File: src/rtl/jpeg_pkg.sv
// Shared constants for the JPEG entropy-prep path: field widths, zigzag scan
// order and the zigzag_rle state encoding.
package jpeg_pkg;

  localparam int COEF_W  = 8;
  localparam int N_COEF  = 64;
  localparam int RUN_W   = 6;
  localparam int BLOCK_W = N_COEF * COEF_W;

  typedef enum logic [1:0] {
    ST_IDLE = 2'd0,
    ST_SCAN = 2'd1,
    ST_EOB  = 2'd2,
    ST_DONE = 2'd3
  } zz_state_e;

  // Raster index (r*8+col) of the k-th coefficient in JPEG zigzag order.
  localparam logic [5:0] ZIGZAG [N_COEF] = '{
    6'd0,  6'd1,  6'd8,  6'd16, 6'd9,  6'd2,  6'd3,  6'd10,
    6'd17, 6'd24, 6'd32, 6'd25, 6'd18, 6'd11, 6'd4,  6'd5,
    6'd12, 6'd19, 6'd26, 6'd33, 6'd40, 6'd48, 6'd41, 6'd34,
    6'd27, 6'd20, 6'd13, 6'd6,  6'd7,  6'd14, 6'd21, 6'd28,
    6'd35, 6'd42, 6'd49, 6'd56, 6'd57, 6'd50, 6'd43, 6'd36,
    6'd29, 6'd22, 6'd15, 6'd23, 6'd30, 6'd37, 6'd44, 6'd51,
    6'd58, 6'd59, 6'd52, 6'd45, 6'd38, 6'd31, 6'd39, 6'd46,
    6'd53, 6'd60, 6'd61, 6'd54, 6'd47, 6'd55, 6'd62, 6'd63
  };

endpackage

File: src/rtl/zigzag_rle_if.sv
// Symbol stream carrying (run, level) pairs and the end-of-block marker.
// Handshake: a symbol transfers on a rising edge where sym_valid and sym_ready
// are both 1; while sym_valid=1 and sym_ready=0 the source holds run, level
// and eob stable, and sym_valid never drops without a transfer.
interface zigzag_rle_if;
  import jpeg_pkg::*;

  logic              sym_valid;
  logic              sym_ready;
  logic [RUN_W-1:0]  sym_run;
  logic [COEF_W-1:0] sym_level;
  logic              sym_eob;

  modport master (
    output sym_valid, sym_run, sym_level, sym_eob,
    input  sym_ready
  );

  modport slave (
    input  sym_valid, sym_run, sym_level, sym_eob,
    output sym_ready
  );

endinterface

File: src/rtl/zigzag_rom.sv
// Combinational zigzag position to raster index lookup.
module zigzag_rom
  import jpeg_pkg::*;
(
  input  logic [5:0] k,
  output logic [5:0] raster
);

  assign raster = ZIGZAG[k];

endmodule

File: src/rtl/zigzag_rle.sv
// Captures a quantized 8x8 block, walks it in zigzag order and emits
// (run, level) symbols followed by an EOB symbol, then signals done.
module zigzag_rle
  import jpeg_pkg::*;
(
  input  logic                clk,
  input  logic                rst,
  input  logic                en,
  input  logic [BLOCK_W-1:0]  c,
  zigzag_rle_if.master        sym,
  output logic                busy,
  output logic                done,
  output zz_state_e           state_dbg
);

  zz_state_e          state, state_n;
  logic [5:0]         k, k_n;
  logic [RUN_W-1:0]   run, run_n;
  logic [BLOCK_W-1:0] block;
  logic               block_load;

  logic               sym_valid_q, sym_valid_n;
  logic [RUN_W-1:0]   sym_run_q, sym_run_n;
  logic [COEF_W-1:0]  sym_level_q, sym_level_n;
  logic               sym_eob_q, sym_eob_n;
  logic               done_q, done_n;

  logic [5:0]         raster;
  logic [COEF_W-1:0]  coef;
  logic               coef_nz;
  logic               slot_free;

  zigzag_rom u_rom (
    .k      (k),
    .raster (raster)
  );

  assign coef      = block[int'(raster)*COEF_W +: COEF_W];
  assign coef_nz   = |coef;
  assign slot_free = !sym_valid_q || sym.sym_ready;

  always_comb begin
    state_n     = state;
    k_n         = k;
    run_n       = run;
    block_load  = 1'b0;
    // A pending symbol retires on handshake unless something reloads the slot.
    sym_valid_n = sym_valid_q && !sym.sym_ready;
    sym_run_n   = sym_run_q;
    sym_level_n = sym_level_q;
    sym_eob_n   = sym_eob_q;
    done_n      = done_q;

    case (state)
      ST_IDLE: begin
        if (en) begin
          block_load = 1'b1;
          k_n        = 6'd0;
          run_n      = '0;
          state_n    = ST_SCAN;
        end
      end

      ST_SCAN: begin
        // DC is always emitted; AC zeros only extend the run.
        if (k == 6'd0 || coef_nz) begin
          if (slot_free) begin
            sym_valid_n = 1'b1;
            sym_run_n   = run;
            sym_level_n = coef;
            sym_eob_n   = 1'b0;
            run_n       = '0;
            k_n         = k + 6'd1;
            if (k == 6'd63) state_n = ST_EOB;
          end
        end else begin
          run_n = run + 6'd1;
          k_n   = k + 6'd1;
          if (k == 6'd63) state_n = ST_EOB;
        end
      end

      ST_EOB: begin
        if (sym_valid_q && sym_eob_q && sym.sym_ready) begin
          sym_valid_n = 1'b0;
          sym_eob_n   = 1'b0;
          done_n      = 1'b1;
          state_n     = ST_DONE;
        end else if (slot_free && !sym_eob_q) begin
          sym_valid_n = 1'b1;
          sym_run_n   = '0;
          sym_level_n = '0;
          sym_eob_n   = 1'b1;
        end
      end

      ST_DONE: begin
        // Wait for en to drop so a level-high en cannot re-encode this block.
        if (!en) begin
          done_n  = 1'b0;
          state_n = ST_IDLE;
        end
      end

      default: state_n = ST_IDLE;
    endcase
  end

  always_ff @(posedge clk or posedge rst) begin
    if (rst) begin
      state       <= ST_IDLE;
      k           <= '0;
      run         <= '0;
      block       <= '0;
      sym_valid_q <= 1'b0;
      sym_run_q   <= '0;
      sym_level_q <= '0;
      sym_eob_q   <= 1'b0;
      done_q      <= 1'b0;
    end else begin
      state       <= state_n;
      k           <= k_n;
      run         <= run_n;
      if (block_load) block <= c;
      sym_valid_q <= sym_valid_n;
      sym_run_q   <= sym_run_n;
      sym_level_q <= sym_level_n;
      sym_eob_q   <= sym_eob_n;
      done_q      <= done_n;
    end
  end

  assign sym.sym_valid = sym_valid_q;
  assign sym.sym_run   = sym_run_q;
  assign sym.sym_level = sym_level_q;
  assign sym.sym_eob   = sym_eob_q;
  assign done          = done_q;
  assign busy          = (state == ST_SCAN) || (state == ST_EOB);
  assign state_dbg     = state;

endmodule

File: src/flat_wrapper.sv
// flat-port wrapper written by rule: the top's interface ports become plain ports
module zigzag_rle_flat import jpeg_pkg::*;
  (clk, rst, en, c, busy, done, state_dbg, sym_sym_valid, sym_sym_run, sym_sym_level, sym_sym_eob, sym_sym_ready);
  zigzag_rle_if sym_i ();
  input  logic clk;
  input  logic rst;
  input  logic en;
  input  logic [BLOCK_W-1:0] c;
  output logic busy;
  output logic done;
  output zz_state_e state_dbg;
  output wire logic [$bits(sym_i.sym_valid)-1:0] sym_sym_valid;
  output wire logic [$bits(sym_i.sym_run)-1:0] sym_sym_run;
  output wire logic [$bits(sym_i.sym_level)-1:0] sym_sym_level;
  output wire logic [$bits(sym_i.sym_eob)-1:0] sym_sym_eob;
  input wire logic [$bits(sym_i.sym_ready)-1:0] sym_sym_ready;
  assign sym_sym_valid = sym_i.sym_valid;
  assign sym_sym_run = sym_i.sym_run;
  assign sym_sym_level = sym_i.sym_level;
  assign sym_sym_eob = sym_i.sym_eob;
  assign sym_i.sym_ready = sym_sym_ready;
  zigzag_rle u_core (.clk(clk), .rst(rst), .en(en), .c(c), .sym(sym_i), .busy(busy), .done(done), .state_dbg(state_dbg));
endmodule
File: config.mk
export PLATFORM = sky130hd
export DESIGN_NAME = zigzag_rle_flat
export DESIGN_NICKNAME = d
export VERILOG_FILES = /design/src/rtl/jpeg_pkg.sv /design/src/rtl/zigzag_rle_if.sv /design/src/rtl/zigzag_rom.sv /design/src/rtl/zigzag_rle.sv /design/src/flat_wrapper.sv
export SDC_FILE = /design/constraint.sdc
export NUM_CORES = 1
export LEC_CHECK = 0
export CORE_AREA = 3 3 434 264
export DETAILED_ROUTE_END_ITERATION = 10
export DIE_AREA = 0 0 437 267
export SYNTH_ARGS = -nofsm -noshare
export SYNTH_HDL_FRONTEND = slang
export SYNTH_SLANG_ARGS = --single-unit
File: constraint.sdc
create_clock -name clk -period 23.6 [get_ports clk]
set_input_delay 3.54 -clock clk [delete_from_list [all_inputs] [get_ports clk]]
set_output_delay 3.54 -clock clk [all_outputs]
set_load 0.005 [all_outputs]
# After elaboration in Yosys (flattened, before gate mapping)
# Memory sizes are Yosys's and may differ from the RTL's.
# Index checks and enable logic that the tools add are counted.
# totals
ff_bits,543
mem_bits_ro,384
in_bits,516
out_inout_bits,20
word_cells,90
memories,1
# classes
n_addsub,2
n_lt_le_gt_ge,1
n_eq_ne,13
shifts,1
n_mux,41
n_bitwise,1
reduce_logical,21
# mem_list
memory,words,width,read_ports,rd_ports_with_merged_regs,wr,line_no,text
(no name shown),64,6,1,0,0,zigzag_rom.sv:9,assign raster = ZIGZAG[k];
# op_table
operator,n
variable part select 512 x 10 -> 8 bit,1
2-to-1 mux 6 bit,11
one-hot mux 6 bit (2 select lines),3
2-to-1 mux 8 bit,4
one-hot mux 8 bit (2 select lines),1
"adder 6 x 1 -> 6 bit, second input constant",2
2-to-1 mux 1 bit,12
2-to-1 mux 2 bit,6
"inequality test 2 x 1 -> 1 bit, second input constant",4
one-hot mux 2 bit (4 select lines),1
AND reduction 4 bit,2
OR reduction 8 bit,1
"greater-or-equal comparator 7 bit, second input constant",1
NOT 6 -> 7 bit,1
"== test 6 bit, second input constant",1
zero test 6 bit,1
"inequality test 2 bit, second input constant",3
one-hot mux 1 bit (2 select lines),3
AND reduction 3 bit,2
nonzero test 2 bit,3
AND reduction 5 bit,1
"== test 2 bit, second input constant",2
logical AND 1 bit,4
zero test 1 bit,3
other kinds (5),7

# Logic depth before layout (Yosys ltp)
# depth
ltp_word,9
ltp_mapped,21
mapped_depth_nobuf,16

# Modules after synthesis
# A second synthesis with hierarchy kept.
# hier_totals
cells_unflattened,1695
area_unflattened_um2,25612.1
# modules_own_cells
module,instances,cells_each,area_per_inst_um2
zigzag_rle,1,1594,24878.9
zigzag_rom,1,101,733.2

# Worst setup path before layout
# Ideal clock, no wire load.
# synth_path
path_type,input-to-reg
startpoint,in sym_sym_ready
endpoint,reg u_core.state[1] (netlist: u_core.state_dbg[1])
setup_time_ns,0.128
t_arrival_ns,4.788
setup_slack_ns,18.684
cell_stages,6
path_buffers,0
cell_sequence,nand3_1 > a22oi_1 > nand2b_1 > or3_1 > o22ai_1 > mux2_1
# synth_via
elab_chain_cells,3
word_cells_on_any_way,5
classes_between,eq/ne: 2; reduce/logical: 3
# synth_lines
element,line_no,text
from (decl),flat_wrapper.sv:16,input wire logic [$bits(sym_i.sym_ready)-1:0] sym_sym_ready;
logical OR 1 bit or logical AND 1 bit (tied branches),"zigzag_rle.sv:40, zigzag_rle.sv:84",
inequality test 3 x 2 -> 1 bit (no source line) or inequality test 2 x 1 -> 1 bit (tied branches),n/a,
AND reduction 4 bit (no source line) (*),n/a,
to (signal assigned),zigzag_rle.sv:121,state <= state_n;
to (decl),zigzag_rle.sv:16,"zz_state_e state, state_n;"
# Every way passes the cells marked *; elsewhere a longest branch is shown, timed or not.
# A chain may end at the register's enable or synchronous reset.

==> results.json <==
{
  "power_density_nw_per_um2": 114.4,
  "finalWirelength_mm": 116.0,
  "timing.final.ws_setup_ps": 16310,
  "final.period_utilization": 0.3088,
  "ant_nets": 0,
  "hold_buffers": 0,
  "final.setup_skew_ps": 31.11,
  "worst_vdd_ir_mv": 0.05289,
  "drt-initial-drc-count": 2137,
  "fmax_mhz": 137.2,
  "max_slew.worst_pin.slew_ps": 1321,
  "routedWlPerCell_microns": 21.94,
  "synth-async-reset-ratio": 1.000,
  "kind_of_launch_point_of_the_worst_setup_path": "input port",
  "cell_seen_most_often_among_critical_path_stages": "sky130_fd_sc_hd__buf_4",
  "floorplan.initialDensity": 0.2391,
  "critical_path_required_ps": 24230,
  "clock_sinks": 543,
  "total_global_route_track_usage": 0.1928,
  "clk_root_buffer_cell": "sky130_fd_sc_hd__clkbuf_16",
  "maxCapViolations": 0,
  "antenna_found_initial": 53,
  "final-seq-area_sq_um": 13590,
  "ys_seq_elements": 543,
  "slew_violations": 0,
  "result_of_the_run": "completed",
  "multi_input_comb_area_sq_um": 11940,
  "floorplan.die_area_sq_um": 116700,
  "dr_total_vias": 24360,
  "cp_data_arrival_time_ps": 7910,
  "period_minus_slack_ps": 7287,
  "htreeDepth": 2,
  "grt_start_max_net_pins": 185,
  "crit_fanout": 107,
  "ys_types": 97,
  "placeableCoreArea_sq_um": 111300,
  "area_delta_synth_final_pct": 32.98,
  "fill_cells": 11710,
  "chipWidth_microns": 437,
  "hold_viol": 0,
  "cell_count_after_synthesis": 3282,
  "synth_top_area_share": 0.5109,
  "timing.setup.tns_ps": 0,
  "most_frequent_standard_cell_in_the_layout_excluding_fill_and_tap_cells": "sky130_fd_sc_hd__nand2_1",
  "cts_made_buffers": 60,
  "slew_hr": 0.1182,
  "cts_setup_buffers": 0,
  "first_global_vias": 24090,
  "critPathKind": "in -> async",
  "remaining_drc_errors": 0,
  "detail_route.first_pass.iterations": 5,
  "layout-drive-gt1-share": 0.05541,
  "post_synth.cell_area_avg_sq_um": 8.104,
  "cpMaxStageDelayCell": "sky130_fd_sc_hd__buf_4",
  "cts_repair_resize_count": 0,
  "finalWeightedCongestion": 0.8266,
  "num_rows": 95,
  "post-synth-top-area-cell": "sky130_fd_sc_hd__dfrtp_1",
  "final_stage_net_count": 4243,
  "post_synth_instance_area_sq_um": 26600,
  "crit_path_start": "rst",
  "tritoncts_clock_tree": "built",
  "post_dr_vias_cell": 4.608,
  "worstSetupEndpointType": "async pin",
  "synth_ff_type": "sky130_fd_sc_hd__dfrtp_1",
  "buffer_ports.inserted": 535,
  "clock_path_buffers": 3,
  "grt_first_pass_wirelength_mm": 166.4,
  "clk_latency_ps": 640,
  "rsz0062_at_grt": "false",
  "min-delay-start": "u_core.block[97]$_DFFE_PP0P_",
  "mostFrequentLayoutCells": "sky130_fd_sc_hd__nand2_1 (1825), sky130_fd_sc_hd__dfrtp_1 (543), sky130_fd_sc_hd__clkdlybuf4s50_1 (535)",
  "min_path_type": "reg -> reg",
  "final-setup-viol-count": 0,
  "p_leak_uw": 0.01657,
  "number_of_enable_flip_flop_cells_after_synthesis": 0,
  "synth_nets": 3818,
  "critical-path-max-stage-delay_ps": 850,
  "fin_util": 0.3179,
  "worst_setup_slack_before_clock_tree_synthesis_ps": 15380,
  "grt_remaining_overflow": 0,
  "clkSlewWorstSetupHoldPaths_ps": 60,
  "synth.area.top_cells": "sky130_fd_sc_hd__dfrtp_1 (51%), sky130_fd_sc_hd__nand2_1 (26%), sky130_fd_sc_hd__mux2i_1 (3.4%)",
  "boundaryPins": 536,
  "timing.hold.ws_ps": 470.0,
  "cp_cell_sequence": "clkdlybuf4s50_1 > inv_8 > buf_4 > buf_4 > buf_4 > buf_4",
  "regToRegStartpoint": "u_core.k[0]$_DFFE_PP0P_",
  "seq_area_frac_synth": 0.5109,
  "die_height_microns": 267,
  "dp_hpwl_mm": 82.27,
  "ys_warn_count": 0
}
## kinds of logic after synthesis
logic type	count (synthesis)	synth area share
and+or+nand+nor	2120	0.3186
buffers and inverters	243	0.04305
DFF	543	0.5109
AOI/OAI and AO/OA	243	0.07155
xor gates and xnor gates	2	0.0006587
adders and majority gates	20	0.009409
muxes	111	0.04582
## path summary, 6_finish.rpt
check	to	slack, ps	cells past startpoint
max in group clk	u_core.sym.sym_run[4]$_DFFE_PP0P_	16310	16
min in group asynchronous	u_core.block[101]$_DFFE_PP0P_	3460	2
min reg2reg	u_core.block[97]$_DFFE_PP0P_	470	2
max reg2reg	u_core.sym.sym_run[4]$_DFFE_PP0P_	16310	16
max	u_core.block[189]$_DFFE_PP0P_	16310	6
min	u_core.block[97]$_DFFE_PP0P_	470	2
## power by group
group          internal [uW]  leakage (uW)  switching, uW
clock                    587      0.000996            423
sequential              1350       0.00683            227
combinational            523       0.00875            940
## sequential cells by signal (all words and copies together), names as in the netlist
name and flops:
u_core.sym.sym_run 6, u_core.block 512, u_core.run 6, u_core.sym.sym_level 8
u_core.state_dbg 2, u_core.done 1, u_core.sym.sym_valid 1, u_core.k 6
u_core.sym.sym_eob 1
## cells in the mapped netlist, drive strengths merged, types with 5 or more instances
library cell / n
mux2: 13
a211oi: 6
and3: 8
a21oi: 34
inv: 26
a21o: 8
a31oi: 17
nand2b: 18
nor2b: 5
a32o: 17
nor2: 33
nand2: 1831
mux4: 7
a2111oi: 10
o211ai: 12
ha: 20
nor4: 5
mux2i: 91
or3: 5
nand4: 22
clkbuf: 121
a32oi: 19
a221oi: 7
o21ai: 35
buf: 94
o311ai: 6
nand3: 155
a311oi: 6
nor3: 16
and2: 6
o211a: 6
o22ai: 10
dfrtp: 543
## critical path: cells and delay by family
family / cells / cell delay (ps)
buffers and inverters: 6 / 4130
## layer usage
metal  vias to the layer above  GRT usage  routed length, microns
li1                      11530          -                       -
met4                        34    0.06007                    2713
met1                     11890     0.2625                   51860
met3                       158    0.06452                   10180
met2                       746     0.2882                   51020
met5                         -          0                     219
## metrics by stage
stage | cells | cell area (sq um) | power, uW
2_1_floorplan | 3282 | 26600 | 2486
3_3_place_gp | 5148 | 33220 | 3018
3_5_place_dp | 5148 | 33220 | 3051
4_1_cts | 5257 | 35300 | 4083
5_1_grt | 5274 | 35340 | 4347
6_report | 5286 | 35370 | 4048
## area by class of cell
cell class,instances,share of cell area
clock buffer,78,0.04719
multi-input combinational,2496,0.3375
clock inverter,31,0.01164
inverter,26,0.002972
antenna,29,0.002052
tap,1503,0.05317
timing repair buffer,580,0.1613
sequential,543,0.3842
(Power assumes the default switching activity.)
